===== src/rtl/branch_resolution_unit.sv =====
// branch_resolution_unit
// Carries the fetch-stage prediction of each instruction through the Decode
// and Execute pipeline registers. In Execute it compares the prediction with
// the real outcome and, when they disagree, raises MispredictE with the
// corrected fetch PC. It also requests D/E flushes from the hazard unit.
//
// Optional feature macro: BRU_PERF_COUNTERS_EN
//   When defined, adds registered BranchCount and MispredictCount outputs.
//   When undefined, those ports and their registers are absent.
`timescale 1ns/1ps

module branch_resolution_unit #(
  parameter int XLEN      = 32,
  parameter int CNT_WIDTH = 32
) (
  input  logic            CLK,
  input  logic            RESET,
  input  logic            PredictedTakenF,
  input  logic [XLEN-1:0] PredictedBTAF,
  input  logic            ValidF,
  input  logic            StallD,
  input  logic            FlushD,
  input  logic            FlushE,
  input  logic            IsBranchE,
  input  logic            ActualTakenE,
  input  logic [XLEN-1:0] ActualBTAE,
  input  logic [XLEN-1:0] PCPlus4E,
  output logic            MispredictE,
  output logic [XLEN-1:0] RedirectPCE,
  output logic            FlushReqD,
  output logic            FlushReqE
`ifdef BRU_PERF_COUNTERS_EN
  ,
  output logic [CNT_WIDTH-1:0] BranchCount,
  output logic [CNT_WIDTH-1:0] MispredictCount
`endif
);

  // Decode-stage prediction registers
  logic            valid_d_q, valid_d_d;
  logic            pred_taken_d_q, pred_taken_d_d;
  logic [XLEN-1:0] pred_bta_d_q, pred_bta_d_d;

  // Execute-stage prediction registers
  logic            valid_e_q, valid_e_d;
  logic            pred_taken_e_q, pred_taken_e_d;
  logic [XLEN-1:0] pred_bta_e_q, pred_bta_e_d;

  // Resolution results
  logic            mispredict;
  logic            actual_taken_eff;
  logic            dir_wrong;
  logic            target_wrong;
  logic            alias_wrong;
  logic [XLEN-1:0] redirect_pc;

  // Compare the E-stage prediction against the real outcome; bubbles never mispredict
  always_comb begin
    actual_taken_eff = IsBranchE & ActualTakenE;
    dir_wrong        = IsBranchE & (pred_taken_e_q != ActualTakenE);
    target_wrong     = IsBranchE & pred_taken_e_q & ActualTakenE &
                       (pred_bta_e_q != ActualBTAE);
    alias_wrong      = ~IsBranchE & pred_taken_e_q;
    mispredict       = valid_e_q & (dir_wrong | target_wrong | alias_wrong);
  end

  // Pick the correct next fetch PC, zeroed whenever there is nothing to redirect
  always_comb begin
    redirect_pc = '0;
    if (mispredict) begin
      if (actual_taken_eff) begin
        redirect_pc = ActualBTAE;
      end else begin
        redirect_pc = PCPlus4E;
      end
    end
  end

  assign MispredictE = mispredict;
  assign RedirectPCE = redirect_pc;
  assign FlushReqD   = mispredict;
  assign FlushReqE   = mispredict;

  // Next D contents: a flush or our own mispredict clears, a stall holds, otherwise load F
  always_comb begin
    valid_d_d      = valid_d_q;
    pred_taken_d_d = pred_taken_d_q;
    pred_bta_d_d   = pred_bta_d_q;
    if (FlushD || mispredict) begin
      valid_d_d      = 1'b0;
      pred_taken_d_d = 1'b0;
      pred_bta_d_d   = '0;
    end else if (!StallD) begin
      valid_d_d      = ValidF;
      pred_taken_d_d = PredictedTakenF;
      pred_bta_d_d   = PredictedBTAF;
    end
  end

  // Next E contents: a flush or our own mispredict clears, otherwise take D (E never stalls)
  always_comb begin
    valid_e_d      = valid_d_q;
    pred_taken_e_d = pred_taken_d_q;
    pred_bta_e_d   = pred_bta_d_q;
    if (FlushE || mispredict) begin
      valid_e_d      = 1'b0;
      pred_taken_e_d = 1'b0;
      pred_bta_e_d   = '0;
    end
  end

  // Pipeline registers with asynchronous active-low reset
  always_ff @(posedge CLK or negedge RESET) begin
    if (!RESET) begin
      valid_d_q      <= 1'b0;
      pred_taken_d_q <= 1'b0;
      pred_bta_d_q   <= '0;
      valid_e_q      <= 1'b0;
      pred_taken_e_q <= 1'b0;
      pred_bta_e_q   <= '0;
    end else begin
      valid_d_q      <= valid_d_d;
      pred_taken_d_q <= pred_taken_d_d;
      pred_bta_d_q   <= pred_bta_d_d;
      valid_e_q      <= valid_e_d;
      pred_taken_e_q <= pred_taken_e_d;
      pred_bta_e_q   <= pred_bta_e_d;
    end
  end

`ifdef BRU_PERF_COUNTERS_EN
  logic [CNT_WIDTH-1:0] branch_count_q, branch_count_d;
  logic [CNT_WIDTH-1:0] mispredict_count_q, mispredict_count_d;

  // Count resolved branches and mispredicts; both wrap naturally at full width
  always_comb begin
    branch_count_d     = branch_count_q;
    mispredict_count_d = mispredict_count_q;
    if (valid_e_q && IsBranchE) begin
      branch_count_d = branch_count_q + CNT_WIDTH'(1);
    end
    if (mispredict) begin
      mispredict_count_d = mispredict_count_q + CNT_WIDTH'(1);
    end
  end

  // Counter registers, cleared by reset
  always_ff @(posedge CLK or negedge RESET) begin
    if (!RESET) begin
      branch_count_q     <= '0;
      mispredict_count_q <= '0;
    end else begin
      branch_count_q     <= branch_count_d;
      mispredict_count_q <= mispredict_count_d;
    end
  end

  assign BranchCount     = branch_count_q;
  assign MispredictCount = mispredict_count_q;
`endif

endmodule


===== config.mk =====
export PLATFORM = sky130hd
export DESIGN_NAME = branch_resolution_unit
export DESIGN_NICKNAME = d
export VERILOG_FILES = /design/src/rtl/branch_resolution_unit.sv
export SDC_FILE = /design/constraint.sdc
export NUM_CORES = 1
export LEC_CHECK = 0
export ABC_AREA = 1
export BUFFER_PORTS_ARGS = -buffer_cell sky130_fd_sc_hd__clkbuf_2
export CORE_MARGIN = 2
export CORE_UTILIZATION = 51
export DETAILED_ROUTE_END_ITERATION = 7
export PLACE_DENSITY = 0.81
export SLEW_MARGIN = 40
export SYNTH_ARGS = -nofsm -noshare
export SYNTH_HDL_FRONTEND = slang
export SYNTH_SLANG_ARGS = --single-unit

===== constraint.sdc =====
create_clock -name CLK -period 2.4 [get_ports CLK]
set_clock_uncertainty 0.15 [all_clocks]
set_input_delay 0.24 -clock CLK [delete_from_list [all_inputs] [get_ports CLK]]
set_output_delay 0.24 -clock CLK [all_outputs]
set_load 0.01 [all_outputs]

# Word level (Yosys, flattened, before mapping)
# Index checks and enable logic that the tools add are counted.
# totals
wordCells	32
out_inout_bits	35
input_bits	105
regBits	68
# classes
bitwise	10
n_eq_ne	3
reduce_logical	2
mux	11
# ops
cell	count
32-bit 2-to-1 mux	5
32-bit inequality test	1
1-bit bitwise AND	7
1-bit 2-to-1 mux	6
1-bit logical OR	2
2-bit by 1-bit inequality test with 1-bit output (second input constant)	1
1-bit OR	2
1-bit inequality test	1
1-bit inverter	1

# Longest topological paths before layout
# depth
word_depth	8
depth_mapped	12
ltp_nobuf	11

# Worst setup path after synthesis
# Ideal clock, no wire load.
# synth_path
kind	register -> output
startpoint	register pred_bta_e_q[25]
endpoint	output port FlushReqE
path_slack_ns	0.529
arrival_time_ns	1.481
stages_incl_launch_ff	11
cell_sequence	dfrtp_1 > xnor2_1 > nand2_1 > nor2_1 > nand2_1 > nor2_1 > nand3_2 > nand2_4 > buf_2 > inv_1 > buf_4
# synth_between
elab_chain_cells	5
# synth_rtl
element	line_no	rtl
start: declaration	47	logic [XLEN-1:0] pred_bta_e_q, pred_bta_e_d;
start signal: assignment	127	pred_bta_e_q <= pred_bta_e_d;
32-bit inequality test	62	(pred_bta_e_q != ActualBTAE);
1-bit bitwise AND	61	target_wrong = IsBranchE & pred_taken_e_q & ActualTakenE &
1-bit OR (2 in a row)	64	mispredict = valid_e_q & (dir_wrong | target_wrong | alias_wrong);
1-bit bitwise AND	64	
end: declaration	31	output logic FlushReqE
# Every way passes these cells.

# Worst setup path after layout
# layout_path
startpoint	register pred_bta_e_q[25]
endpoint	output port RedirectPCE[5]
# layout_between
elab_chain_cells	6
# layout_rtl
element	line_no	rtl
32-bit inequality test	62	
1-bit bitwise AND	61	
1-bit OR (2 in a row)	64	
1-bit bitwise AND	64	
32-bit 2-to-1 mux	70	if (mispredict) begin
end: declaration	29	output logic [XLEN-1:0] RedirectPCE,
# Every way passes these cells.

==> metrics.md <==
| Metric | Value |
|---|---|
| Status | `completed` |
| Rel. slew slack | `58.4%` |
| Busiest layer in global routing | `met2` |
| First-pass GRT wire length | `14.4 mm` |
| Synth Area per Inst | `around 8.7 µm²` |
| Num CTS Buffers | `9` |
| P_leak | `2.53 nW` |
| Die Width | `93.3 µm` |
| Hold Path Class | `in -> reg` |
| Post-DRT Antenna Nets | `0` |
| Clock tree buffer depth | `2` |
| Final core occ | `approximately 65%` |
| Syn Nets | `572` |
| Crit path max-delay family | `simple AND/OR/NAND/NOR gates` |
| Initial Utilization | `52.7%` |
| PnR Total Power | `0.00277 W` |
| Worst slew pin tran | `0.624 ns` |
| Vias in the first global route | `just over 3,000` |
| Total GRT Usage | `a little over a fifth` |
| Tcrit/Tclk final | `93.7%` |
| Inst Count DP | `slightly below 700` |
| Sequential share of the synthesized area | `41.8%` |
| Area growth from synthesis to layout | `22.8%` |
| 1st-pass router iterations | `4` |
| WP buf/inv | `1` |
| Die Area | `8710 µm²` |
| Yosys top cell by area | `dfrtp_1` |
| Worst hold path depth | `3` |
| Post-synthesis xor/xnor area fraction | `4.95%` |
| Yosys cell types | `21` |
| Final Hold Viols | `0` |
| Final worst slack | `around 0.15 ns` |
| Initial drt markers | `146` |
| Adder-cell share of the synthesized area | `0%` |
| Final net count | `700` |
| Worst reg2reg path startpoint | `pred_bta_e_q[25]` |
| Via density | `4.67` |
| Final wirelength | `8.84 mm` |
| Critical R2R Capture | `pred_bta_e_q[0]` |
| Gr ovfl total | `0` |
| Worst Hold End | `pred_taken_d_q` |
| Site Rows | `32` |
| Critical path cell sequence | `xnor2_1, nand2_1, nor2_1, nand2_1, nor2_2, nand3_4, nand2_8, a21oi_1, clkbuf_2` |
| Maximum VDD drop | `0.328 mV` |
| RSZ-0062 raised after global routing | `true` |
| M1 GR Usage | `27.6%` |
| Main combinational cell family by area after synthesis | `simple AND/OR/NAND/NOR gates` |
| Final setup viols | `0` |
| CP max-delay cell | `dfrtp_1` |
| Met3 Use GR | `3.55%` |
| CTS tree | `yes` |
| Initial antenna violation count | `0` |
| Worst Path Required | `approximately 2 ns` |
| Final GP Congestion | `0.777` |
| Final min period | `2.25 ns` |
| Fin. max-slew vios | `0` |
| Top cell type's share of synthesized area | `41.8%` |
| DIE HEIGHT | `93.3 µm` |
| Slowest stage delay, CP | `between 0.3 and 0.4 ns` |
| H-tree depth | `3` |
| Syn. warnings | `0` |
| Number of remaining DRC errors | `0` |
| Most frequent CP cell | `nand2_1` |
| Mux contribution to synthesized area | `0%` |
| Number of max-cap violations | `0` |
| IO Port Bufs | `~140` |
| CP Capture Type | `output port` |
| Post-DP HPWL | `approximately 6.6 mm` |
| DP Worst Slack | `0.0665 ns` |
| Largest net degree at the start of global routing | `69` |
| Cell Area, Synth | `4070 µm²` |
| Synth Instances | `467` |
| Final non-filler cell total | `702` |
| Power per cell area | `555 nW/µm²` |
| DR vias | `between 3,000 and 4,000` |
| Critical path class | `reg -> out` |
| Top post-synthesis cells by area | `dfrtp_1 (42%), nor2_4 (17%), nand2_1 (9.0%)` |
| Share of layout cells above drive strength 1 | `a little under two fifths` |
| Crit Path Max Fanout | `17` |
| Synth Area in Compound Gates | `approximately 8%` |
| Clk sinks | `68` |
| Post-CTS Setup Bufs | `0` |
| Clk_lat worst skew | `0.34 ns` |
| #FFs+latches synth | `68` |
| R2r worst-path depth | `9` |
| ANT cells | `0` |
| Peak Freq | `444 MHz` |
| R2r setup slk | `about 0.3 ns` |
| Root Buffer | `clkbuf_8` |
| Arrival time at the worst endpoint | `1.86 ns` |
| M2 GR Usage | `35.1%` |
| Clk slew on worst S/H paths | `approximately 0.07 ns` |
| Total negative slack | `0 ns` |
| Synth Area in Simple Gates | `34.4%` |
| Io pins | `between 100 and 150` |
| Area of the core | `7730 µm²` |
| DR WL/cell | `12.6 µm` |
| Hold_sp | `PredictedTakenF` |
| CP Launch Type | `flip-flop` |
cell usage in the layout (no fill, tap or decap), types with 3 or more instances in the layout:
master	instances
xnor2_1	12
a21oi_1	32
inv_1	55
clkbuf_8	10
nor2_2	3
nand2_8	4
nand2_1	98
xor2_1	11
clkinv_2	3
o21ai_0	34
nor2_1	24
buf_4	3
nor2_4	60
dfrtp_1	68
clkbuf_2	138
nand3_1	33
state kept, by name, indices dropped and copies added, names as in the netlist:
name and count:
pred_bta_d_q 32, pred_bta_e_q 32, pred_taken_d_q 1, pred_taken_e_q 1, valid_d_q 1, valid_e_q 1
layout make-up:
class / instances / area, µm²
tap: 102 / 128
inverter: 55 / 206
sequential: 68 / 1700
multi-input combinational: 316 / 1970
clock buffer: 11 / 141
fill: 618 / 2730
clock inverter: 5 / 75.1
timing repair buffer: 145 / 768
worst max-delay path by stage:
stage,from,endpoint,slack (ns),depth (start not counted)
2_1_floorplan,pred_bta_e_q[25],FlushReqE,0.53,10
6_report,pred_bta_e_q[25],RedirectPCE[5],0.15,9
3_3_place_gp,pred_bta_e_q[25],pred_bta_d_q[31],0.19,9
5_1_grt,pred_bta_e_q[25],MispredictE,-0.002,9
4_1_cts,pred_bta_e_q[25],FlushReqD,0.006,9
3_5_place_dp,pred_bta_e_q[25],pred_taken_d_q,0.07,9
synth_stat cells:
cell type	n
nand2_1	98
buf_2	3
xnor2_1	12
o21ai_0	34
dfrtp_1	68
nor3_1	1
clkbuf_1	16
nand2_8	2
nand3_1	33
nand2_4	2
nand4_1	1
xor2_1	11
buf_4	4
a21oi_1	32
o21ai_1	1
nor2_2	2
buf_12	6
nor2_1	25
nor2_4	60
inv_1	55
nand3_2	1
power breakdown:
| part | switching [W] | internal [W] | total (W) |
|---|---|---|---|
| combinational | 0.000319 | 0.000207 | 0.000526 |
| sequential | 0.0000233 | 0.00121 | 0.00123 |
| clock | 0.000401 | 0.000608 | 0.00101 |
worst register-to-register path, stage by stage, from the launching register on:
cell	delay [ns]
dfrtp_1	0.38
xnor2_1	0.17
nand2_1	0.07
nor2_1	0.12
nand2_1	0.07
nor2_2	0.14
nand3_4	0.16
nand2_8	0.21
nand2_8	0.32
nor2_1	0.22
kinds of logic after synthesis:
kind of cell,after synthesis
AND/OR/NAND/NOR,225
buffers and inverters,84
flip-flops,68
XOR/XNOR,23
AO/OA/AOI/OAI,67
metrics by stage:
step	hold slack [ns]	instance area [µm²]
finish	0.0398	4990
global route	0.0421	4990
CTS	0.0251	4960
detailed placement	0.135	4730
global placement	0.128	4730
floorplan	-0.206	4070
timing repair:
action                                 in CTS  in global routing
pin swaps                                   0                  2
setup endpoints to repair                  35                 35
gates resized for setup                     1                  3
endpoints found under the hold margin      27                  0
hold buffers                                1                  0
gates cloned                                0                  1
per-layer routing:
layer / share of wire (%) / vias up
met5: 0 / -
met4: 1.5 / 0
met3: 4.9 / 11
met2: 49 / 94
met1: 45 / 1485
li1: - / 1689
No activity file was read; power rests on OpenSTA's default activity.
